`config.mk`:
```
export PLATFORM = sky130hd
export DESIGN_NAME = uart_route_switch
export DESIGN_NICKNAME = d
export VERILOG_FILES = /design/src/rtl/uart_route_switch.sv
export SDC_FILE = /design/constraint.sdc
export NUM_CORES = 1
export LEC_CHECK = 0
export ABC_AREA = 1
export CORE_ASPECT_RATIO = 1.5
export CORE_MARGIN = 2
export CORE_UTILIZATION = 55
export CTS_CLUSTER_SIZE = 14
export DETAILED_ROUTE_END_ITERATION = 10
export PLACE_DENSITY = 0.83
export SLEW_MARGIN = 15
export SYNTH_ARGS = -nofsm -noshare
export SYNTH_HDL_FRONTEND = slang
export SYNTH_SLANG_ARGS = --single-unit
```
`constraint.sdc`:
```
create_clock -name clk -period 1.8 [get_ports clk]
set_clock_uncertainty 0.15 [all_clocks]
set_input_delay 0.36 -clock clk [delete_from_list [all_inputs] [get_ports clk]]
set_output_delay 0.36 -clock clk [all_outputs]
set_load 0.05 [all_outputs]
```
`src/rtl/uart_route_switch.sv`:
```
// uart_route_switch: N-output UART router with a programmable routing mask.
// In prog mode a received UART frame loads the mask; in data mode sin is
// forwarded (registered) to every output whose mask bit is set. The mode and
// the forwarding mask are latched at start detection, so a prog change never
// splits a frame.
// Optional feature macro: UART_ROUTE_SWITCH_PARITY_EN (8E1 frames with an
// even-parity bit; undefined = 8N1 only).
//
// state  | meaning
// IDLE   | line idle, watching sin_q for a start bit
// START  | half-bit wait, then confirm the start bit at its middle
// DATA   | sample 8 data bits LSB first, one per bit period
// PARITY | sample the even-parity bit (parity build only)
// STOP   | sample the stop bit, commit config or report a frame error

module uart_route_switch #(
  parameter int NUM_OUT      = 4,
  parameter int CLKS_PER_BIT = 16,
  parameter int RESET_MASK   = 1
) (
  input  logic               clk,
  input  logic               rst,
  input  logic               prog,
  input  logic               sin,
  output logic [NUM_OUT-1:0] sout,
  output logic [NUM_OUT-1:0] mask,
  output logic               cfg_valid,
  output logic               frame_err
);

  localparam int CW = $clog2(CLKS_PER_BIT);
  localparam logic [CW-1:0]      HALF_LOAD = CW'(CLKS_PER_BIT / 2 - 1);
  localparam logic [CW-1:0]      BIT_LOAD  = CW'(CLKS_PER_BIT - 1);
  localparam logic [NUM_OUT-1:0] MASK_INIT = NUM_OUT'(RESET_MASK);

  typedef enum logic [2:0] {
    IDLE   = 3'd0,
    START  = 3'd1,
    DATA   = 3'd2,
    PARITY = 3'd3,
    STOP   = 3'd4
  } state_t;

  state_t             state;
  logic               sin_q;
  logic               mode_q;
  logic [NUM_OUT-1:0] mask_f;
  logic [CW-1:0]      cnt;
  logic [2:0]         bit_cnt;
  logic [7:0]         shift;
`ifdef UART_ROUTE_SWITCH_PARITY_EN
  logic               par_err;
`endif

  logic               cfg_now;
  logic [NUM_OUT-1:0] fwd_mask;
  logic               frame_ok;

  // Forwarding mode/mask for this cycle; in IDLE a start edge already counts
  // as the new frame so a config frame never leaks its start bit.
  always_comb begin
    cfg_now  = mode_q;
    fwd_mask = mask_f;
    if (state == IDLE) begin
      cfg_now  = prog & ~sin_q;
      fwd_mask = mask;
    end
`ifdef UART_ROUTE_SWITCH_PARITY_EN
    frame_ok = sin_q & ~par_err;
`else
    frame_ok = sin_q;
`endif
  end

  // Receiver FSM, bit timing, mask register and registered outputs.
  always_ff @(posedge clk) begin
    if (rst) begin
      state     <= IDLE;
      sin_q     <= 1'b1;
      mode_q    <= 1'b0;
      mask_f    <= MASK_INIT;
      mask      <= MASK_INIT;
      cnt       <= '0;
      bit_cnt   <= '0;
      shift     <= '0;
      sout      <= '1;
      cfg_valid <= 1'b0;
      frame_err <= 1'b0;
`ifdef UART_ROUTE_SWITCH_PARITY_EN
      par_err   <= 1'b0;
`endif
    end else begin
      sin_q     <= sin;
      cfg_valid <= 1'b0;
      frame_err <= 1'b0;
      sout      <= cfg_now ? '1 : (~fwd_mask | {NUM_OUT{sin_q}});

      case (state)
        IDLE: begin
          if (!sin_q) begin
            mode_q  <= prog;
            mask_f  <= mask;
            bit_cnt <= '0;
            cnt     <= HALF_LOAD;
            state   <= START;
`ifdef UART_ROUTE_SWITCH_PARITY_EN
            par_err <= 1'b0;
`endif
          end
        end
        START: begin
          if (cnt != '0) begin
            cnt <= cnt - CW'(1);
          end else if (sin_q) begin
            frame_err <= 1'b1;
            state     <= IDLE;
          end else begin
            cnt   <= BIT_LOAD;
            state <= DATA;
          end
        end
        DATA: begin
          if (cnt != '0) begin
            cnt <= cnt - CW'(1);
          end else begin
            shift   <= {sin_q, shift[7:1]};
            bit_cnt <= bit_cnt + 3'd1;
            cnt     <= BIT_LOAD;
            if (bit_cnt == 3'd7) begin
`ifdef UART_ROUTE_SWITCH_PARITY_EN
              state <= PARITY;
`else
              state <= STOP;
`endif
            end
          end
        end
`ifdef UART_ROUTE_SWITCH_PARITY_EN
        PARITY: begin
          if (cnt != '0) begin
            cnt <= cnt - CW'(1);
          end else begin
            par_err <= sin_q ^ (^shift);
            cnt     <= BIT_LOAD;
            state   <= STOP;
          end
        end
`endif
        STOP: begin
          if (cnt != '0) begin
            cnt <= cnt - CW'(1);
          end else begin
            state <= IDLE;
            if (frame_ok) begin
              if (mode_q) begin
                mask      <= shift[NUM_OUT-1:0];
                cfg_valid <= 1'b1;
              end
            end else begin
              frame_err <= 1'b1;
            end
          end
        end
        default: state <= IDLE;
      endcase
    end
  end

endmodule

```
==> results.sh <==
export IMPL_cts_resized=0
export IMPL_routed_wl_um=2890
export IMPL_synth_top_area_share=0.469
export IMPL_antenna_found_initial=0
export IMPL_synthesis_nets=200
export IMPL_htreeDepth=2
export IMPL_p_leak_nw=0.766
export IMPL_maxCapViolCount=0
export IMPL_slew_viol_final=0
export IMPL_hold_violations=0
export IMPL_wl_per_cell_um=12.1
export IMPL_crit_buf_inv=2
export IMPL_die_y_um=66.9
export IMPL_grt_max_degree=20
export IMPL_grt_total_usage=0.228
export IMPL_cp_top_family="simple AND/OR/NAND/NOR gates"
export IMPL_syn_avg_cell_area_um2=7.53
export IMPL_clkTransAtPathRegs_ns=0.10
export IMPL_area_growth_pct=14.7
export IMPL_worstSkewPairLatency_ns=0.34
export IMPL_worst_pin_slew_ns=0.370
export IMPL_io_buffers=13
export IMPL_core_area_mm2=0.00248
export IMPL_viasPerCell=5.26
export IMPL_p_per_area_mw_per_mm2=1250
export IMPL_critPathMaxStageDelay_ns=0.37
export IMPL_fin_ws_ns=0.220
export IMPL_antenna_cells=0
export IMPL_max_freq_mhz=633
export IMPL_stdcell_area_mm2=0.00167
export IMPL_tns_ns=0
export IMPL_drcViolationCount=0
export IMPL_required_ns=1.93
export IMPL_first_global_vias=1206
export IMPL_dp_hpwl_um=2210
export IMPL_crit_arrival_ns=1.71
export IMPL_synth_seq_cells=34
export IMPL_run_status="completed"
export IMPL_grt_pass1_wl_um=5020
export IMPL_drive_gt1_frac=0.191
export IMPL_yosys_warnings=0
export IMPL_finalCriticalPeriod_ns=1.58
export IMPL_synth_area_mm2=0.00145
export IMPL_io_pins=14
export IMPL_fin_nets=221
export IMPL_ir_worst_vdd_mv=0.925
export IMPL_setup_worst_path_start_class="flop"
export IMPL_root_buffer="clkbuf_4"
export IMPL_cts_sinks=34
export IMPL_yosys_top_cells_area="dfxtp_1 (47%), nor2_1 (11%), nand2_1 (9.6%)"
export IMPL_total_power_mw=2.08
export IMPL_drt_antenna_violating_nets=0
export IMPL_setup_viol=0
export IMPL_cts_buffers=5
export IMPL_gp_congestion=0.844
export IMPL_fp_dieW_um=46.0
export IMPL_start_util=0.586
export IMPL_cpMaxStageDelayCell="dfxtp_1"
export IMPL_hp_class="flop to flop"
export IMPL_place_area_mm2=0.00160
export IMPL_endpoint_kind="flop"
export IMPL_place_ws_ns=0.188
export IMPL_slew_headroom=0.753
export IMPL_yosys_cell_types_count=24
export IMPL_synth_cells=193
export IMPL_cts_hold_buf=0
export IMPL_first_pass_iters=4
export IMPL_critPathKind="flop to flop"
export IMPL_yosysTopAreaCell="dfxtp_1"
export IMPL_cts_tree="yes"
export IMPL_cp_max_fo=4
export IMPL_rsz0062_at_grt="no"
export IMPL_grt_overflow_total=0
export IMPL_initialDrtViolationCount=24
export IMPL_path_cells="inv_1 > ha_1 > nand2_4 > inv_2 > nand2_1 > nand2_1 > nor2_2 > nand2_1 > a21oi_1"
export IMPL_cp_common_cell="nand2_1"
export IMPL_rows=22
export IMPL_ys_seq_area_frac=0.469
export IMPL_cts_buffer_depth=2
export IMPL_cts_setup_buffers=0
export IMPL_min_period_over_period=0.878
export IMPL_die_area_mm2=0.00308
export IMPL_via_count=1258
==> sequential cells by signal, summed over array words and instances, names as in the netlist <==
signal	cells
sout	4
mask_f	4
mask	4
cfg_valid	1
state	3
bit_cnt	3
cnt	4
shift	8
frame_ok	1
mode_q	1
frame_err	1
==> Yosys cell counts <==
cell and number:
nand2_1 37, o211ai_1 2, dfxtp_1 34, clkbuf_1 2, or2_1 1, a211oi_1 1, inv_2 2, xnor2_1 2
nand2_2 4, a21oi_1 7, nor2_4 2, ha_1 3, or2_2 1, inv_1 13, nand2_4 1, clkinv_1 2
o21ai_0 16, a211oi_2 2, nor2_1 43, nand3_2 2, nand3_1 10, and2_4 1, nor2_2 4, buf_4 1
==> per-layer routing <==
metal  share of wire  GRT usage
met3           0.030     0.0650
met5               0          0
met4           0.023      0.118
met2            0.52      0.372
met1            0.42      0.261
==> cells by family (layout without fill, tap and decap cells) <==
logic type / Yosys count / count (layout) / synth area share
AO/OA/AOI/OAI: 28 / 28 / 0.112
XOR/XNOR: 2 / 2 / 0.0121
adder cells (fa/ha/maj): 3 / 3 / 0.0258
buffers and inverters: 20 / 42 / 0.0543
flip-flops: 34 / 34 / 0.469
AND/OR/NAND/NOR: 106 / 106 / 0.327
==> layout make-up <==
class	instances	area, um^2
fillers	222	811
clock inverters	2	12.5
multi-input cells	139	693
well taps	24	30.0
inverters	17	63.8
repair buffers	17	135
flip-flops and latches	34	681
clock buffers	6	51.3
==> where the power goes <==
group	leakage (nW)	switching (mW)	internal (mW)
Combinational	0.456	0.440	0.256
Clock	0.0343	0.259	0.188
Sequential	0.276	0.0829	0.857
==> placed cells by master, fill, tap and decap left out, drive strengths merged, types with 6 or more instances in the layout <==
master / n
clkbuf: 6
o21ai: 16
dfxtp: 34
inv: 15
nand2: 42
nand3: 12
buf: 14
nor2: 49
a21oi: 7
==> stage by stage <==
| stage | instances | util | hold WS [ns] |
|---|---|---|---|
| final | 239 | 0.673 | 0.319 |
| after global routing | 239 | 0.673 | 0.339 |
| after CTS | 239 | 0.673 | 0.320 |
| after detailed placement | 231 | 0.647 | 0.300 |
| after global placement | 231 | 0.647 | 0.294 |
| after floorplan | 193 | - | 0.274 |
==> worst paths after layout <==
path,to,slack (ns),depth (start not counted),startpoint
worst max-delay path,cnt[2],0.22,9,cnt[1]
worst min-delay path,mask_f[2],0.32,2,mask_f[2]
worst min register to register,mask_f[2],0.32,2,mask_f[2]
worst max register to register,cnt[2],0.22,9,cnt[1]
==> worst reg2reg max path: cells and delay by family (launching register included) <==
kind | cells | cell delay (ns)
AO/OA/AOI/OAI | 1 | 0.13
adder cells (fa/ha/maj) | 1 | 0.24
buffers and inverters | 2 | 0.12
flip-flops | 1 | 0.37
AND/OR/NAND/NOR | 5 | 0.51
Note: power is estimated with default switching activity, not from simulation.
